**src/rtl/dmem_responder.sv**
```systemverilog
// Data-memory responder for the MEM stage: fixed-latency load/store service
// on a word-addressed array, with error reporting for illegal addresses.
module dmem_responder #(
    parameter int DEPTH_WORDS = 32,
    parameter int LATENCY     = 4
) (
    input  logic        clk_i,
    input  logic        rst_i,
    input  logic        req_i,
    input  logic        we_i,
    input  logic [31:0] addr_i,
    input  logic [31:0] wdata_i,
    output logic        ack_o,
    output logic [31:0] rdata_o,
    output logic        err_o,
    output logic        stall_o,
    output logic        busy_o
);

    localparam int AW = $clog2(DEPTH_WORDS);

    typedef enum logic [1:0] {
        IDLE = 2'd0,
        BUSY = 2'd1,
        DONE = 2'd2
    } state_t;

    state_t      state;
    logic [3:0]  cnt;
    logic        weQ;
    logic [31:0] addrQ;
    logic [31:0] wdataQ;
    logic        ackQ;
    logic        errQ;
    logic        busyQ;
    logic [31:0] rdataQ;

    logic [31:0] mem [DEPTH_WORDS];

    logic          legal;
    logic [AW-1:0] idx;

    assign legal = (addrQ[1:0] == 2'b00)
                && (addrQ[31:2] < 30'(DEPTH_WORDS));
    assign idx   = addrQ[AW+1:2];

    assign ack_o   = ackQ;
    assign err_o   = errQ;
    assign busy_o  = busyQ;
    assign rdata_o = rdataQ;
    assign stall_o = req_i & ~ackQ;

    always_ff @(posedge clk_i or negedge rst_i) begin
        if (!rst_i) begin
            state  <= IDLE;
            cnt    <= 4'd0;
            weQ    <= 1'b0;
            addrQ  <= 32'd0;
            wdataQ <= 32'd0;
            ackQ   <= 1'b0;
            errQ   <= 1'b0;
            busyQ  <= 1'b0;
            rdataQ <= 32'd0;
        end else begin
            unique case (state)
                IDLE: begin
                    if (req_i) begin
                        state  <= BUSY;
                        weQ    <= we_i;
                        addrQ  <= addr_i;
                        wdataQ <= wdata_i;
                        cnt    <= 4'(LATENCY - 1);
                        busyQ  <= 1'b1;
                    end
                end
                BUSY: begin
                    if (cnt == 4'd0) begin
                        state <= DONE;
                        busyQ <= 1'b0;
                        ackQ  <= 1'b1;
                        errQ  <= ~legal;
                        // Stores keep the last load data unless flagged
                        if (!legal)
                            rdataQ <= 32'd0;
                        else if (!weQ)
                            rdataQ <= mem[idx];
                    end else begin
                        cnt <= cnt - 4'd1;
                    end
                end
                DONE: begin
                    state <= IDLE;
                    ackQ  <= 1'b0;
                    errQ  <= 1'b0;
                end
                default: begin
                    state <= IDLE;
                    ackQ  <= 1'b0;
                    errQ  <= 1'b0;
                    busyQ <= 1'b0;
                end
            endcase
        end
    end

    // Storage is never reset; an async reset in DONE leaves state IDLE,
    // so an aborted store cannot reach this write
    always_ff @(posedge clk_i) begin
        if (state == DONE && weQ && legal)
            mem[idx] <= wdataQ;
    end

endmodule

```
**config.mk**
```make
export PLATFORM = sky130hd
export DESIGN_NAME = dmem_responder
export DESIGN_NICKNAME = d
export VERILOG_FILES = /design/src/rtl/dmem_responder.sv
export SDC_FILE = /design/constraint.sdc
export NUM_CORES = 1
export LEC_CHECK = 0
export ABC_AREA = 0
export CORE_UTILIZATION = 66
export CTS_CLUSTER_SIZE = 30
export DETAILED_ROUTE_END_ITERATION = 16
export PLACE_DENSITY_LB_ADDON = 0.25
export SLEW_MARGIN = 25
export SYNTH_ARGS = -nofsm -noshare
export SYNTH_HDL_FRONTEND = slang
export SYNTH_SLANG_ARGS = --single-unit
```
**constraint.sdc**
```tcl
create_clock -name clk_i -period 6.3 [get_ports clk_i]
set_input_delay 1.89 -clock clk_i [delete_from_list [all_inputs] [get_ports clk_i]]
set_output_delay 1.89 -clock clk_i [all_outputs]
set_load 0.02 [all_outputs]
```
* Word-level counts from Yosys, hierarchy flattened *
Memory sizes are Yosys's and may differ from the RTL's.
Cells that the tools add are included.

storage, ports and cells
  output and inout port bits = 36
  memories = 1
  memory bits (writable) = 1024
  logic and storage cells = 53
  bits in registers = 106

cells by class
  $add $sub $neg = 1
  reduce and logical (&&, ||, !) cells = 13
  eq/ne operators = 6
  muxes and demuxes = 17
  bitwise logic cells = 5
  magnitude comparators = 1

memory list
  memory  depth  bits a word  rd ports  clocked after memory_dff  write ports  line  text
  mem     32     32           1         0                         1            38    logic [31:0] mem [DEPTH_WORDS];

operators by type and width
  cell                                                                   number
  32-bit 2-to-1 mux                                                      2
  30-bit by 6-bit < comparator with 1-bit output, second input constant  1
  3-bit AND reduction                                                    3
  4-bit 2-to-1 mux                                                       2
  2-bit inequality test, second input constant                           4
  4-bit one-hot mux with 2 select lines                                  1
  1-bit 2-to-1 mux                                                       6
  2-bit AND reduction                                                    3
  2-bit zero test                                                        2
  4-bit zero test                                                        1
  2-bit 2-to-1 mux                                                       2
  1-bit inverter                                                         4
  1-bit one-hot mux with 2 select lines                                  2
  2-bit one-hot mux with 2 select lines                                  1
  4-bit by 1-bit subtractor with 4-bit output, second input constant     1
  1-bit logical AND                                                      3
  1-bit one-hot mux with 3 select lines                                  1
  2-bit by 1-bit == test with 1-bit output, second input constant        1
  2-bit == test, second input constant                                   1
  2-bit nonzero test                                                     1
  1-bit bitwise AND                                                      1

* Longest topological paths before layout *
Gate-level depths: netlist of run 1.

  word-level depth = 5
  mapped depth = 9

* Least setup slack after synthesis of run 1 *
No wires, ideal clock.

  path type = input-to-output
  start = input port req_i
  end = output port stall_o
  required time = 4.410 ns
  stages on the path = 1
  setup slack = 2.193 ns
  data arrival time = 2.217 ns
  buffers on the path = 0
  cell sequence = nor2b_1

between the ends
  word-level cells in the longest chain between the ends = 1

RTL lines
  what               line  text
  from (decl)        9     input logic req_i,
  1-bit bitwise AND  51    assign stall_o = req_i & ~ackQ;
  to (decl)          16    output logic stall_o,

No other way between the ends.

* Worst setup path in the final report of run 1 *
Same ends and word-level chain as after synthesis.

==> flow_summary_export.csv, run 1 <==
group,metric,value,unit
critical_path,cpMaxStageDelayCell,"clkdlybuf4s50_1",
critical_path,crit_buf_inv,2,
clocking,postCtsSetupBuffers,0,
yosys,ys.warnings.count,0,
sta,rsz0062_at_grt,"no",
yosys,synth-seq-area-share,77.5,%
final_layout,multiInputGateArea,0.00941,mm2
placement,placed_area,0.0454,mm2
final_layout,final_common_cell,"edfxtp_1",
final_layout,diodes,0,
sta,report.final.hold_viol_count,0,
sta,worst_pin_slew,1.14,ns
drt,drc_errors,0,
placement,gp_congestion,0.818,
drt,vias,22300,
power_and_ir_drop,ir_worst_vdd,0.399,mV
drt,antenna_left,0,
placement,numPlacedInstances,3072,
final_layout,final-instance-count-excl-fill,3278,
yosys,synthTopCellsByArea,"edfxtp_1 (71%), mux2i_1 (7.3%), dfrtp_1 (6.2%)",
clocking,cts.path.max_buffers,3,
final_layout,synthToLayoutAreaGrowth,14.0,%
grt,grt_overflow,0,
yosys,syn_inst,2177,
clocking,clk_latency,0.67,ns
sta,setup_viol,0,
die,die_y,258,um
placement,post-place-ws,1.30,ns
placement,dp_hpwl,54600,um
clocking,cts_htree_levels,3,
final_layout,final_nets,2400,
worst_hold_path,hp-class,"flip-flop to flip-flop",
placement,port_buffers,103,
yosys,synth_area,0.0431,mm2
grt,first_global_vias,22600,
yosys,yosysTopAreaCell,"edfxtp_1",
final_layout,seq_area,0.0334,mm2
yosys,avgSynthCellArea,19.8,um2
sta,drv_slew,0,
die,die-width,258,um
yosys,synth_cell_types,58,
power_and_ir_drop,power_density,434,mW/mm2
drt,routed_wl,101000,um
sta,finalWorstSetupSlack,1.28,ns
die,core_area,0.0645,mm2
sta,slew_headroom,24.1,%
final_layout,nFillCells,3389,
sta,fin_crit_sh,79.6,%
clocking,cts_hold_buf,0,
critical_path,arrival,3.13,ns
critical_path,cp-end-kind,"output pin",
die,die-area,0.0663,mm2
clocking,tritoncts,"yes",
power_and_ir_drop,p_leak,16.7,nW
yosys,async_reset_ff_share,9.38,%
clocking,cts_sinks,1130,
sta,clock.fmax,199,MHz
sta,min_period,5.02,ns
die,row_count,93,
final_layout,drive_above_1_share,19.0,%
critical_path,critPathTopFamily,"buffers and inverters",
yosys,synth_seq_cells,1130,
status,status,"completed",
grt,antenna_found_initial,1,
drt,drt_pass1_iterations,5,
critical_path,required,4.41,ns
grt,grt_max_degree,151,
die,start_util,66.9,%
clocking,cts.repair.resized,0,
yosys,synth.top_cell.area_share,71.3,%
critical_path,critPathMaxStageDelay,0.61,ns
clocking,cts_root_buf,"clkbuf_16",
drt,drt_iter0_drc,2712,
critical_path,cpMostUsedCell,"clkdlybuf4s50_1",
final_layout,most-common-layout-cells,"edfxtp_1 (1024), mux2i_1 (315), a22oi_1 (153), clkbuf_16 (110), clkdlybuf4s50_1 (102)",
sta,tns,0,ns
critical_path,cp_max_fo,3,
die,ios,104,
yosys,synth_flop_cell,"edfxtp_1",
job,drv_cap,0,
final_layout,final_util,76.2,%
sta,clock-skew-final,0.0231,ns
critical_path,critPathLaunchType,"input pin",
drt,drt-wirelength-per-cell,30.8,um
grt,grt_use_total,31.0,%
final_layout,final_cell_area,0.0491,mm2
clocking,cts.clk_slew.worst_paths,0.06,ns
clocking,cts-buffers-inserted,108,
drt,viasPerCell,6.79,
critical_path,path_cells,"clkdlybuf4s50_1 > nor2b_1 > clkdlybuf4s50_1",
yosys,synth_edf_count,1024,
yosys,syn_nets,2247,
critical_path,path_class,"input pin to output pin",
grt,grt_pass1_wl,147000,um
[routing by layer]
layer,global-route usage (%),vias to the layer above,share of wire (%),wire (um)
met4,12.2,0,3.4,3440
met5,0,-,0,0
li1,-,9285,-,-
met2,50.9,1275,50,50400
met1,41.9,11500,37,37500
met3,5.51,191,9.6,9680
[metrics by stage]
step,hold slack (ns),power (mW)
2_1_floorplan,0.469,13.3
3_3_place_gp,0.461,14.7
3_5_place_dp,0.467,14.9
4_1_cts,0.484,21.3
5_1_grt,0.498,22.0
6_report,0.481,21.3
[registers in the layout, summed over array words and instances (netlist names)]
name and flops:
weQ 1, mem 1024, cnt 4, rdata_o 32, addrQ 32, wdataQ 32
err_o 1, busy_o 1, state 2, ack_o 1
[report_power, final]
part / leakage (nW) / switching (mW) / internal (mW)
combinational: 4.39 / 2.21 / 1.86
clock: 1.73 / 2.74 / 3.78
sequential: 10.5 / 1.28 / 9.45
total: 16.7 / 6.24 / 15.1
[final timing paths]
check / start / endpoint / slack [ns] / cells after the start
worst min register to register: rdata_o[3] / rdata_o[3] / 0.48 / 1
min in group asynchronous: rst_i / wdataQ[2] / 1.23 / 1
worst max register to register: addrQ[12] / mem[26][7] / 2.07 / 5
max in group asynchronous: rst_i / addrQ[2] / 3.93 / 2
worst min-delay path: rdata_o[3] / rdata_o[3] / 0.48 / 1
worst max-delay path: req_i / stall_o / 1.28 / 3
[synth_stat cells, drive strengths merged, types with 6 or more instances]
cell type	instances
edfxtp	1024
mux2i	315
a22oi	153
dfrtp	106
mux4	94
mux2	74
buf	65
clkbuf	58
nor4	44
nor2	38
nand3	35
a21o	31
o22ai	31
o211ai	30
nand3b	6
[kinds of logic (layout without fill, tap and decap cells)]
kind of cell             after synthesis  in the layout  share of synthesized area, %
XOR/XNOR                               2              2                        0.0407
flip-flops                          1130           1130                          77.5
buffers and inverters                129            375                          1.45
multiplexers                         483            483                          14.2
AND/OR/NAND/NOR                      169            169                          2.33
AO/OA/AOI/OAI                        262            262                          4.46
adder cells (fa/ha/maj)                2              2                        0.0581
[cell type report]
class / count / area share [%]
multi-input cells: 918 / 19.2
inverters: 4 / 0.0306
flip-flops and latches: 1130 / 68.1
clock inverters: 61 / 1.29
well taps: 855 / 2.18
repair buffers: 168 / 3.28
clock buffers: 142 / 5.99
(Power assumes the default switching activity.)
==> run 2: changes to the inputs <==
--- a/config.mk
+++ b/config.mk
@@ -6,7 +6,7 @@
 export NUM_CORES = 1
 export LEC_CHECK = 0
 export ABC_AREA = 0
-export CORE_UTILIZATION = 66
+export CORE_UTILIZATION = 55
 export CTS_CLUSTER_SIZE = 30
 export DETAILED_ROUTE_END_ITERATION = 16
 export PLACE_DENSITY_LB_ADDON = 0.25
==> constraint.sdc (replaced) <==
create_clock -name clk_i -period 4.4 [get_ports clk_i]
set_input_delay 1.32 -clock clk_i [delete_from_list [all_inputs] [get_ports clk_i]]
set_output_delay 1.32 -clock clk_i [all_outputs]
set_load 0.02 [all_outputs]
==> run 2 against run 1 <==
Net effect: critical path depth unchanged; clock power rose by 49%; count of clock-buffer cells in the layout is 1 lower; power grew 46%; sequential power increased by 44%; routed wire length shrank 0.62%; first-iteration DRC count shrank 19%; worst setup slack lost 0.79 ns; utilization fell by 12 points; register-to-register slack worse by 1.2 ns; highest routed layer unchanged.
==> flow_summary_export.csv, run 2 (same netlist as run 1, synthesis figures left out) <==
group,metric,value,unit
placement,post-place-ws,0.491,ns
critical_path,critPathMaxStageDelay,0.62,ns
sta,min_period,3.90,ns
power_and_ir_drop,power_density,622,mW/mm2
sta,setup_viol,0,
drt,vias,22000,
critical_path,arrival,2.58,ns
power_and_ir_drop,ir_worst_vdd,0.448,mV
final_layout,diodes,0,
drt,routed_wl,100000,um
clocking,cts_root_buf,"clkbuf_16",
die,row_count,102,
drt,drt_pass1_iterations,7,
grt,grt_max_degree,77,
placement,dp_hpwl,58100,um
die,die-area,0.0795,mm2
final_layout,drive_above_1_share,20.3,%
die,die-width,282,um
worst_hold_path,hp-class,"flip-flop to flip-flop",
die,ios,104,
final_layout,synthToLayoutAreaGrowth,15.9,%
clocking,cts-buffers-inserted,111,
critical_path,cp-end-kind,"output pin",
job,drv_cap,0,
critical_path,cpMostUsedCell,"clkdlybuf4s50_1",
final_layout,most-common-layout-cells,"edfxtp_1 (1024), mux2i_1 (315), a22oi_1 (153), clkbuf_16 (113), clkdlybuf4s50_1 (102)",
clocking,cts.clk_slew.worst_paths,0.06,ns
final_layout,regMostFlops,"mem",
sta,slew_headroom,29.9,%
worst_hold_path,min_from,"rdata_o[16]",
drt,drc_errors,0,
die,die_y,282,um
clocking,tritoncts,"yes",
final_layout,final_common_cell,"edfxtp_1",
final_layout,largest_register_ffs,1024,
critical_path,critPathLaunchType,"input pin",
grt,antenna_found_initial,0,
sta,tns,0,ns
grt,first_global_vias,22200,
grt,grt_pass1_wl,146000,um
clocking,cts.path.max_buffers,3,
critical_path,critPathTopFamily,"buffers and inverters",
clocking,postCtsSetupBuffers,0,
placement,port_buffers,103,
grt,grt_overflow,0,
die,core_area,0.0775,mm2
sta,clock.fmax,256,MHz
drt,drt_iter0_drc,2188,
sta,finalWorstSetupSlack,0.497,ns
sta,clock-skew-final,0.0155,ns
clocking,cts_hold_buf,0,
power_and_ir_drop,p_leak,17.0,nW
sta,report.final.hold_viol_count,0,
clocking,cts_sinks,1130,
critical_path,reg2reg_from,"addrQ[13]",
sta,rsz0062_at_grt,"no",
status,status,"completed",
grt,grt_use_total,25.7,%
critical_path,required,3.08,ns
sta,fin_crit_sh,88.7,%
sta,drv_slew,0,
clocking,cts.repair.resized,0,
final_layout,nFillCells,5154,
die,start_util,55.6,%
critical_path,crit_buf_inv,2,
clocking,clk_latency,0.68,ns
drt,drt-wirelength-per-cell,28.7,um
clocking,cts_htree_levels,3,
critical_path,path_cells,"clkdlybuf4s50_1 > nor2b_1 > clkdlybuf4s50_1",
critical_path,cp_max_fo,3,
final_layout,final_nets,2429,
placement,gp_congestion,0.806,
critical_path,path_class,"input pin to output pin",
sta,worst_pin_slew,1.05,ns
critical_path,startpoint,"req_i",
drt,viasPerCell,6.28,
critical_path,cpMaxStageDelayCell,"clkdlybuf4s50_1",
drt,antenna_left,0,
==> run 2: final timing paths <==
| path | endpoint | slack, ns | cells after the start |
|---|---|---|---|
| setup / recovery | stall_o | 0.50 | 3 |
| hold / removal | rdata_o[16] | 0.48 | 1 |
| setup reg to reg | mem[8][7] | 0.84 | 5 |
| hold reg to reg | rdata_o[16] | 0.48 | 1 |
| max in group asynchronous | wdataQ[17] | 2.87 | 2 |
| min in group asynchronous | wdataQ[4] | 0.69 | 1 |
==> run 2: cell type report <==
type / count / area, um2 / area share (%)
sequential: 1130 / 33400 / 66.9
multi-input combinational: 918 / 9400 / 18.8
clock buffer: 141 / 2980 / 5.97
timing repair buffer: 194 / 2050 / 4.10
tap: 1040 / 1300 / 2.60
inverter: 4 / 15.0 / 0.0301
clock inverter: 69 / 783 / 1.57
==> run 2: through the flow <==
step	cell area (um2)	std cells	util, %	hold WS (ns)	power, mW
after floorplan	43100	2177	-	0.469	19.0
after CTS	49900	3495	64.5	0.479	31.2
after detailed placement	46200	3285	59.6	0.465	21.6
after global placement	46200	3284	59.6	0.463	21.3
final	50000	3496	64.5	0.476	31.1
after global routing	50000	3496	64.5	0.498	32.1
==> run 2: power breakdown <==
group / internal, mW / total [mW] / switching, mW
registers: 13.5 / 15.4 / 1.84
clock network: 5.78 / 9.70 / 3.92
logic: 2.76 / 6.01 / 3.25
==> run 2: metal layers <==
layer	global-route usage, %	routed length, um	vias to the layer above
met1	35.3	41100	11600
met5	0	0	-
met4	7.96	2520	0
met3	3.17	6440	141
met2	43.2	50400	903
li1	-	-	9329
==> run 3: changes to the inputs <==
--- a/config.mk
+++ b/config.mk
@@ -6,7 +6,8 @@
 export NUM_CORES = 1
 export LEC_CHECK = 0
 export ABC_AREA = 0
-export CORE_UTILIZATION = 55
+export CORE_UTILIZATION = 68
+export CTS_BUF_LIST = sky130_fd_sc_hd__clkbuf_4 sky130_fd_sc_hd__clkbuf_8
 export CTS_CLUSTER_SIZE = 30
 export DETAILED_ROUTE_END_ITERATION = 16
 export PLACE_DENSITY_LB_ADDON = 0.25
==> constraint.sdc (replaced) <==
create_clock -name clk_i -period 4.9 [get_ports clk_i]
set_input_delay 1.47 -clock clk_i [delete_from_list [all_inputs] [get_ports clk_i]]
set_output_delay 1.47 -clock clk_i [all_outputs]
set_load 0.02 [all_outputs]
==> run 3 against run 2 <==
Net effect: clock skew is 0.020 ns higher; largest cell class unchanged; worst setup slack improved by 0.16 ns; critical endpoint unchanged; via count up 2.3%; sequential power down 10%; register-to-register slack improved by 0.26 ns.
==> flow_summary_export.csv, run 3 (same netlist as run 1, synthesis figures left out) <==
group,metric,value,unit
sta,drv_slew,0,
die,die-area,0.0644,mm2
final_layout,regMostFlops,"mem",
drt,vias,22500,
drt,viasPerCell,6.65,
sta,clock-skew-final,0.0353,ns
clocking,cts_root_buf,"clkbuf_8",
grt,antenna_found_initial,1,
power_and_ir_drop,finalPower,26.9,mW
grt,grt_max_degree,87,
critical_path,critPathMaxStageDelay,0.63,ns
final_layout,synthToLayoutAreaGrowth,14.1,%
drt,routed_wl,99300,um
critical_path,cpMostUsedCell,"clkdlybuf4s50_1",
clocking,cts_htree_levels,4,
clocking,clk_latency,0.83,ns
sta,setup_viol,0,
critical_path,path_cells,"clkdlybuf4s50_1 > nor2b_1 > clkdlybuf4s50_1",
clocking,cts_hold_buf,0,
clocking,cts_sinks,1130,
power_and_ir_drop,swShare,30.3,%
power_and_ir_drop,power_density,548,mW/mm2
power_and_ir_drop,p_leak,16.8,nW
sta,min_period,4.25,ns
die,die-width,254,um
final_layout,final_common_cell,"edfxtp_1",
sta,finalWorstSetupSlack,0.654,ns
critical_path,cp_max_fo,3,
clocking,cts-buffers-inserted,168,
drt,drt_iter0_drc,2445,
drt,antenna_left,0,
final_layout,final_cell_area,0.0492,mm2
grt,first_global_vias,22900,
critical_path,path_class,"input pin to output pin",
critical_path,cp-end-kind,"output pin",
drt,drc_errors,0,
placement,gp_congestion,0.843,
critical_path,critPathLaunchType,"input pin",
critical_path,required,3.43,ns
die,start_util,69.3,%
sta,rsz0062_at_grt,"no",
worst_hold_path,hp-class,"flip-flop to flip-flop",
clocking,cts.path.max_buffers,3,
job,drv_cap,0,
critical_path,arrival,2.78,ns
sta,slew_headroom,27.2,%
sta,tns,0,ns
placement,dp_hpwl,56700,um
sta,fin_crit_sh,86.7,%
die,die_y,254,um
sta,clock.fmax,236,MHz
sta,worst_pin_slew,1.09,ns
final_layout,nFillCells,3099,
power_and_ir_drop,ir_worst_vdd,0.503,mV
final_layout,most-common-layout-cells,"edfxtp_1 (1024), mux2i_1 (315), clkbuf_8 (198), a22oi_1 (153), clkdlybuf4s50_1 (102)",
power_and_ir_drop,p_clk_share,28.5,%
clocking,cts.repair.resized,0,
clocking,cts.clk_slew.worst_paths,0.06,ns
critical_path,critPathTopFamily,"buffers and inverters",
die,core_area,0.0622,mm2
placement,port_buffers,103,
sta,report.final.hold_viol_count,0,
grt,grt_use_total,32.0,%
final_layout,drive_above_1_share,23.9,%
final_layout,largest_register_ffs,1024,
clocking,postCtsSetupBuffers,0,
placement,placed_area,0.0457,mm2
die,row_count,91,
drt,drt-wirelength-per-cell,29.4,um
final_layout,final_nets,2471,
die,ios,104,
drt,drt_pass1_iterations,6,
power_and_ir_drop,intPower,18.8,mW
critical_path,cpMaxStageDelayCell,"clkdlybuf4s50_1",
critical_path,crit_buf_inv,2,
placement,post-place-ws,0.671,ns
power_and_ir_drop,p_sw,8.16,mW
grt,grt_overflow,0,
status,status,"completed",
grt,grt_pass1_wl,145000,um
power_and_ir_drop,seqPwrFrac,51.3,%
clocking,tritoncts,"yes",
power_and_ir_drop,p_comb_share,20.2,%
## run 3: cell types whose count changed in the layout (fill, tap and decap cells not counted), sizes merged
| cell | previous run | this run |
|---|---|---|
| buf | 92 | 77 |
| bufinv | 17 | 1 |
| clkbuf | 141 | 264 |
| clkinv | 49 | 33 |
| clkinvlp | 2 | 5 |
| diode | 0 | 1 |
| inv | 5 | 8 |
## run 3: path summary, 6_finish.rpt
path / from / endpoint / slack (ns) / cells past startpoint
min reg2reg: rdata_o[10] / rdata_o[10] / 0.48 / 1
max: req_i / stall_o / 0.65 / 3
min in group asynchronous: rst_i / wdataQ[3] / 0.73 / 1
max reg2reg: addrQ[12] / mem[12][29] / 1.10 / 5
max in group asynchronous: rst_i / wdataQ[17] / 3.21 / 2
min: rdata_o[10] / rdata_o[10] / 0.48 / 1
## run 3: stage by stage
stage                     hold slack (ns)  util, %  std cells
after floorplan                     0.469        -       2177
after global placement              0.459     73.4       3066
after detailed placement            0.466     73.5       3068
after CTS                           0.479     79.0       3375
after global routing                0.488     79.1       3376
final                               0.479     79.1       3376
## run 3: power by group through the flow
stage	Combinational (mW)	Sequential (mW)	Clock, mW
final	5.43	13.8	7.68
after global routing	5.70	13.9	8.14
after CTS	5.42	13.8	7.76
after detailed placement	5.38	14.0	0
after floorplan	3.96	13.1	0
after global placement	5.25	13.8	0
## run 3: worst register-to-register path, delay by kind of cell, from the launching register on
family,cells,cell delay [ns]
simple gates,4,2.70
buf+inv,1,0.36
flops,1,0.41
## run 3: routing by layer
| metal | GRT usage (%) | up-vias | wire length (um) |
|---|---|---|---|
| li1 | - | 9452 | - |
| met4 | 14.0 | 0 | 3740 |
| met3 | 7.77 | 239 | 10300 |
| met1 | 41.5 | 11400 | 35500 |
| met5 | 0 | - | 0 |
| met2 | 52.1 | 1370 | 49900 |
## run 3: cell type report
class	instances	area (um2)	area share, %
Timing Repair Buffer	179	1790	3.65
Sequential cell	1130	33400	68.0
Clock inverter	43	241	0.491
Antenna cell	1	2.50	0.00509
Tap cell	837	1050	2.13
Multi-Input combinational cell	918	9400	19.1
Inverter	4	15.0	0.0305
Clock buffer	264	3220	6.55
